### src/rtl/param_alu_regfile.sv
// param_alu_regfile: WIDTH-bit ALU with register file, flag register
// and an iterative shift-add multiplier behind valid/ready handshakes.
module param_alu_regfile #(
  parameter int WIDTH = 8,
  parameter int REGS  = 8
) (
  input  logic             clk,
  input  logic             rst,
  input  logic             in_valid,
  output logic             in_ready,
  input  logic [3:0]       op,
  input  logic [WIDTH-1:0] a,
  input  logic [WIDTH-1:0] b,
  output logic             out_valid,
  input  logic             out_ready,
  output logic [WIDTH-1:0] result,
  output logic [3:0]       flags,
  output logic             busy
);
  localparam int IDX_W = $clog2(REGS);
  localparam int CNT_W = $clog2(WIDTH);

  localparam logic [3:0] OP_ADD  = 4'h0;
  localparam logic [3:0] OP_SUB  = 4'h1;
  localparam logic [3:0] OP_AND  = 4'h2;
  localparam logic [3:0] OP_OR   = 4'h3;
  localparam logic [3:0] OP_XOR  = 4'h4;
  localparam logic [3:0] OP_NOT  = 4'h5;
  localparam logic [3:0] OP_PA   = 4'h6;
  localparam logic [3:0] OP_PB   = 4'h7;
  localparam logic [3:0] OP_WR   = 4'h8;
  localparam logic [3:0] OP_RD   = 4'h9;
  localparam logic [3:0] OP_ADDR = 4'hA;
  localparam logic [3:0] OP_SUBR = 4'hB;
  localparam logic [3:0] OP_ADC  = 4'hC;
  localparam logic [3:0] OP_SBC  = 4'hD;
  localparam logic [3:0] OP_MUL  = 4'hE;
  localparam logic [3:0] OP_ROL  = 4'hF;

  typedef enum logic {S_IDLE, S_MUL} state_e;

  state_e               state_q, state_d;
  logic                 out_valid_q, out_valid_d;
  logic [WIDTH-1:0]     result_q, result_d;
  logic [3:0]           flags_q, flags_d;
  logic [WIDTH-1:0]     rf_q [REGS];
  logic [WIDTH-1:0]     rf_d [REGS];
  logic [2*WIDTH-1:0]   mcand_q, mcand_d;
  logic [WIDTH-1:0]     mplier_q, mplier_d;
  logic [2*WIDTH-1:0]   acc_q, acc_d;
  logic [CNT_W-1:0]     cnt_q, cnt_d;

  logic                 accept;
  logic                 mul_last;
  logic [IDX_W-1:0]     idx;
  logic [WIDTH-1:0]     rf_rd;
  logic [WIDTH-1:0]     b_eff;
  logic                 cin;
  logic [WIDTH:0]       sum;
  logic                 ovf;
  logic [WIDTH-1:0]     rot_amt;
  logic [2*WIDTH-1:0]   rot_full;
  logic [WIDTH-1:0]     alu_res;
  logic                 is_arith;
  logic [2*WIDTH-1:0]   acc_sum;

  assign idx      = b[IDX_W-1:0];
  assign rf_rd    = rf_q[idx];
  assign accept   = in_valid && in_ready;
  assign mul_last = busy && (cnt_q == CNT_W'(WIDTH - 1));

  assign out_valid = out_valid_q;
  assign result    = result_q;
  assign flags     = flags_q;

  // FSM: state register
  always_ff @(posedge clk) begin
    if (rst) state_q <= S_IDLE;
    else     state_q <= state_d;
  end

  // FSM: next state
  always_comb begin
    state_d = state_q;
    unique case (state_q)
      S_IDLE: if (accept && op == OP_MUL) state_d = S_MUL;
      S_MUL:  if (mul_last) state_d = S_IDLE;
    endcase
  end

  // FSM: outputs
  always_comb begin
    busy     = (state_q == S_MUL);
    in_ready = (state_q == S_IDLE) && (!out_valid_q || out_ready);
  end

  // One adder serves every add/subtract form via b_eff and cin
  always_comb begin
    b_eff = b;
    cin   = 1'b0;
    unique case (op)
      OP_SUB:  begin b_eff = ~b;     cin = 1'b1;       end
      OP_ADDR: begin b_eff = rf_rd;                    end
      OP_SUBR: begin b_eff = ~rf_rd; cin = 1'b1;       end
      OP_ADC:  begin                 cin = flags_q[0]; end
      OP_SBC:  begin b_eff = ~b;     cin = flags_q[0]; end
      default: ;
    endcase
  end

  assign sum      = {1'b0, a} + {1'b0, b_eff} + (WIDTH+1)'(cin);
  assign ovf      = (a[WIDTH-1] == b_eff[WIDTH-1]) &&
                    (sum[WIDTH-1] != a[WIDTH-1]);
  assign rot_amt  = b % WIDTH'(WIDTH);
  assign rot_full = {a, a} << rot_amt;
  assign acc_sum  = acc_q + (mplier_q[0] ? mcand_q : '0);

  always_comb begin
    alu_res  = sum[WIDTH-1:0];
    is_arith = 1'b0;
    unique case (op)
      OP_ADD, OP_SUB, OP_ADDR,
      OP_SUBR, OP_ADC, OP_SBC: is_arith = 1'b1;
      OP_AND:  alu_res = a & b;
      OP_OR:   alu_res = a | b;
      OP_XOR:  alu_res = a ^ b;
      OP_NOT:  alu_res = ~a;
      OP_PA:   alu_res = a;
      OP_PB:   alu_res = b;
      OP_WR:   alu_res = a;
      OP_RD:   alu_res = rf_rd;
      OP_ROL:  alu_res = rot_full[2*WIDTH-1:WIDTH];
      default: ;
    endcase
  end

  always_comb begin
    out_valid_d = out_valid_q && !out_ready;
    result_d    = result_q;
    flags_d     = flags_q;
    rf_d        = rf_q;
    mcand_d     = mcand_q;
    mplier_d    = mplier_q;
    acc_d       = acc_q;
    cnt_d       = cnt_q;
    if (accept) begin
      if (op == OP_MUL) begin
        mcand_d  = {{WIDTH{1'b0}}, a};
        mplier_d = b;
        acc_d    = '0;
        cnt_d    = '0;
      end else begin
        out_valid_d = 1'b1;
        result_d    = alu_res;
        flags_d     = {alu_res == '0, alu_res[WIDTH-1],
                       is_arith ? {ovf, sum[WIDTH]} : flags_q[1:0]};
        if (op == OP_WR) rf_d[idx] = a;
      end
    end
    if (busy) begin
      acc_d    = acc_sum;
      mcand_d  = mcand_q << 1;
      mplier_d = mplier_q >> 1;
      cnt_d    = cnt_q + CNT_W'(1);
      // Output register was empty at accept, so it loads unconditionally
      if (mul_last) begin
        out_valid_d = 1'b1;
        result_d    = acc_sum[WIDTH-1:0];
        flags_d     = {acc_sum[WIDTH-1:0] == '0, acc_sum[WIDTH-1],
                       1'b0, |acc_sum[2*WIDTH-1:WIDTH]};
      end
    end
  end

  always_ff @(posedge clk) begin
    if (rst) begin
      out_valid_q <= 1'b0;
      result_q    <= '0;
      flags_q     <= '0;
      mcand_q     <= '0;
      mplier_q    <= '0;
      acc_q       <= '0;
      cnt_q       <= '0;
      for (int i = 0; i < REGS; i++) rf_q[i] <= '0;
    end else begin
      out_valid_q <= out_valid_d;
      result_q    <= result_d;
      flags_q     <= flags_d;
      mcand_q     <= mcand_d;
      mplier_q    <= mplier_d;
      acc_q       <= acc_d;
      cnt_q       <= cnt_d;
      for (int i = 0; i < REGS; i++) rf_q[i] <= rf_d[i];
    end
  end

endmodule
### config.mk
export PLATFORM = sky130hd
export DESIGN_NAME = param_alu_regfile
export DESIGN_NICKNAME = d
export VERILOG_FILES = /design/src/rtl/param_alu_regfile.sv
export SDC_FILE = /design/constraint.sdc
export NUM_CORES = 1
export LEC_CHECK = 0
export CAP_MARGIN = 20
export CORE_ASPECT_RATIO = 0.7
export CORE_MARGIN = 1.5
export CORE_UTILIZATION = 42
export CTS_BUF_LIST = sky130_fd_sc_hd__clkbuf_8
export CTS_CLUSTER_SIZE = 40
export DETAILED_ROUTE_END_ITERATION = 10
export DONT_BUFFER_PORTS = 1
export PLACE_DENSITY_LB_ADDON = 0.12
export SLEW_MARGIN = 5
export SYNTH_ARGS = -nofsm -noshare
export SYNTH_HDL_FRONTEND = slang
export SYNTH_SLANG_ARGS = --single-unit
### constraint.sdc
create_clock -name clk -period 12.06 [get_ports clk]
set_clock_uncertainty 0.05 [all_clocks]
set_input_delay 2.412 -clock clk [delete_from_list [all_inputs] [get_ports clk]]
set_output_delay 2.412 -clock clk [all_outputs]
set_load 0.05 [all_outputs]
==> metrics.cfg <==
[timing]
tns_ns=0
clock.fmax_mhz=166.6
period_needed_ns=6.001
rsz0062_at_grt=no
maxSlewHeadroom_pct=28.25
worst_pin_slew_ns=1.070
whs_ns=0.4253
maxSlewViolCount=0
timing.final.ws_setup_ns=6.059
final-setup-viol-count=0
finalHoldViolCount=0
min_period_over_period_pct=49.76

[place]
port_buffers=0
place_hpwl_um=16550
place_congestion=0.9688
pre_cts_ws_ns=5.635
dpl.cell_count=1158

[drt]
wl_um=23810
vias=7037
drc=0
drt-initial-drc-count=934
dr.pass1.iters=8
viasPerCell=5.904
ant_nets=0
wire_per_inst_um=19.98

[floorplanning]
initial_utilization_pct=43.40
design.core.area_um2=18260
die_area_um2=19720
die_width_um=167.2
die_h_um=117.9
ios=39
rows=41

[power]
p_leak_nw=3.198
ir_drop_v=0.00004452
p_per_area_nw_per_um2=109.4
power_uw=914.1

[clock_network]
postCtsSetupBuffers=0
clockBufferDepth=2
path_clk_slew_ns=0.09
postCtsHoldBufs=0
cts_root_buffer=clkbuf_8
post_cts_resized=0
h-tree-depth=4
cts_buffers=17
clock_sinks=121
clk_latency_ns=0.46
cts_tree=yes

[synthesis]
yosys.area_share.adder_pct=7.072
syn_inst=991
ys.flop_type=dfxtp_1
syn_nets=1058
async_flop_share_pct=0
post_synth_xor_area_fraction_pct=1.768
yosys_warnings=0
ys_seq_area_share_pct=30.56
ys_seq_elements=121
yosys.area_share.simple_pct=21.50
syn_area_per_cell_um2=7.998
synthMuxAreaShare_pct=13.23
synth_edf_count=0
synthDistinctLibCells=69
syn-cell-area_um2=7926
synth_compound_gate_area_share_pct=20.60
synth_top_family_by_area=simple AND/OR/NAND/NOR gates

[global_route]
antenna_found_initial=0
grt_pass1_wl_um=37870
grt_usage_pct=24.75
grt_pass1_vias=6518
grt_overflow=0
grt_max_degree=123

[final_layout]
drive_gt1_share_pct=7.113
syn2layout_area_growth_pct=5.414
nets=1010
layout.cells.non_filler=1192
final_cell_mix=195 x nor2_1, 120 x dfxtp_1, 103 x a21oi_1
antenna_cells=0
layout_commonest_cell=nor2_1

[worst_setup_path]
start_kind=input pin
arrival_ns=6.35
cp_max_fo=28
endpoint_kind=register
worstPathRequired_ns=12.41
critPathKind=in -> reg

[job]
drv_cap=0

[worst_hold_path]
worstHoldPathType=reg -> reg

[status]
outcome=complete, no violations

## area by class of cell
class / instances / area, um^2
fillers: 1835 / 9907
multi-input cells: 770 / 5091
flip-flops and latches: 121 / 2426
well taps: 236 / 295.3
clock buffers: 19 / 261.5
clock inverters: 13 / 142.6
inverters: 28 / 105.1
repair buffers: 5 / 33.78
## per-stage QoR
stage	area [um^2]	util, %
2_1_floorplan	7926	-
3_3_place_gp	7933	43.44
3_5_place_dp	7940	43.48
4_1_cts	8344	45.69
5_1_grt	8356	45.75
6_report	8356	45.75
## state kept, by name, summed over array words and instances, names as in the netlist
register and flops:
acc_q 16, mplier_q 8, out_valid 1, rf_q 64, busy 1, cnt_q 3, result 8, flags 4
mcand_q 16
## worst paths after layout
path,slack [ns],cells past startpoint,endpoint,from
min,0.43,2,acc_q[15]$_SDFFE_PP0P_,acc_q[15]$_SDFFE_PP0P_
max reg2reg,7.77,14,flags[3]$_SDFF_PP0_,rf_q[9]$_SDFFE_PP0P_
max,6.06,14,flags[3]$_SDFF_PP0_,b[0]
min reg2reg,0.43,2,acc_q[15]$_SDFFE_PP0P_,acc_q[15]$_SDFFE_PP0P_
## cells in the mapped netlist, types with 13 or more instances
| master | instances | area share, % |
|---|---|---|
| mux4_2 | 13 | 3.7 |
| dfxtp_1 | 121 | 31 |
| nor3_1 | 21 | 1.3 |
| o21ai_0 | 31 | 2.0 |
| mux2i_1 | 71 | 9.0 |
| nand2_1 | 59 | 2.8 |
| nor2_1 | 195 | 9.2 |
| o22ai_1 | 14 | 1.1 |
| o211ai_1 | 13 | 1.2 |
| ha_1 | 40 | 6.3 |
| inv_1 | 26 | 1.2 |
| a22oi_1 | 13 | 1.2 |
| nor3b_1 | 23 | 2.2 |
| clkbuf_1 | 54 | 2.6 |
| and2_1 | 17 | 1.3 |
| a21oi_1 | 103 | 6.5 |
## worst max-delay path: stages
cell and delay (ns):
inv_1 0.44, mux2i_1 0.40, a22oi_1 0.12, o22a_1 0.21, o221ai_1 0.29, ha_1 0.30, nor2b_1 0.14, o31a_1 0.27
o21a_1 0.22, o41a_1 0.38, xor2_1 0.16, a211o_1 0.34, or4_1 0.51, a21oi_1 0.14
## report_power, final
group          switching [mW]  internal, mW
sequential             0.0189         0.404
clock                   0.184         0.196
combinational          0.0649        0.0465
total                   0.267         0.647
## per-layer routing
| metal | track usage, % | routed length (um) |
|---|---|---|
| met1 | 38.19 | 12320 |
| met2 | 32.98 | 9156 |
| met3 | 6.792 | 2022 |
| met4 | 6.250 | 316 |
| met5 | 0 | 0 |
## cell families (layout without fill, tap and decap cells)
logic type	Yosys count	after routing
AND/OR/NAND/NOR	370	370
XOR/XNOR	16	16
flip-flops	121	121
AO/OA/AOI/OAI	253	253
buffers and inverters	100	65
multiplexers	88	88
adder cells (fa/ha/maj)	43	43
Power figures use the tool's default switching activity.
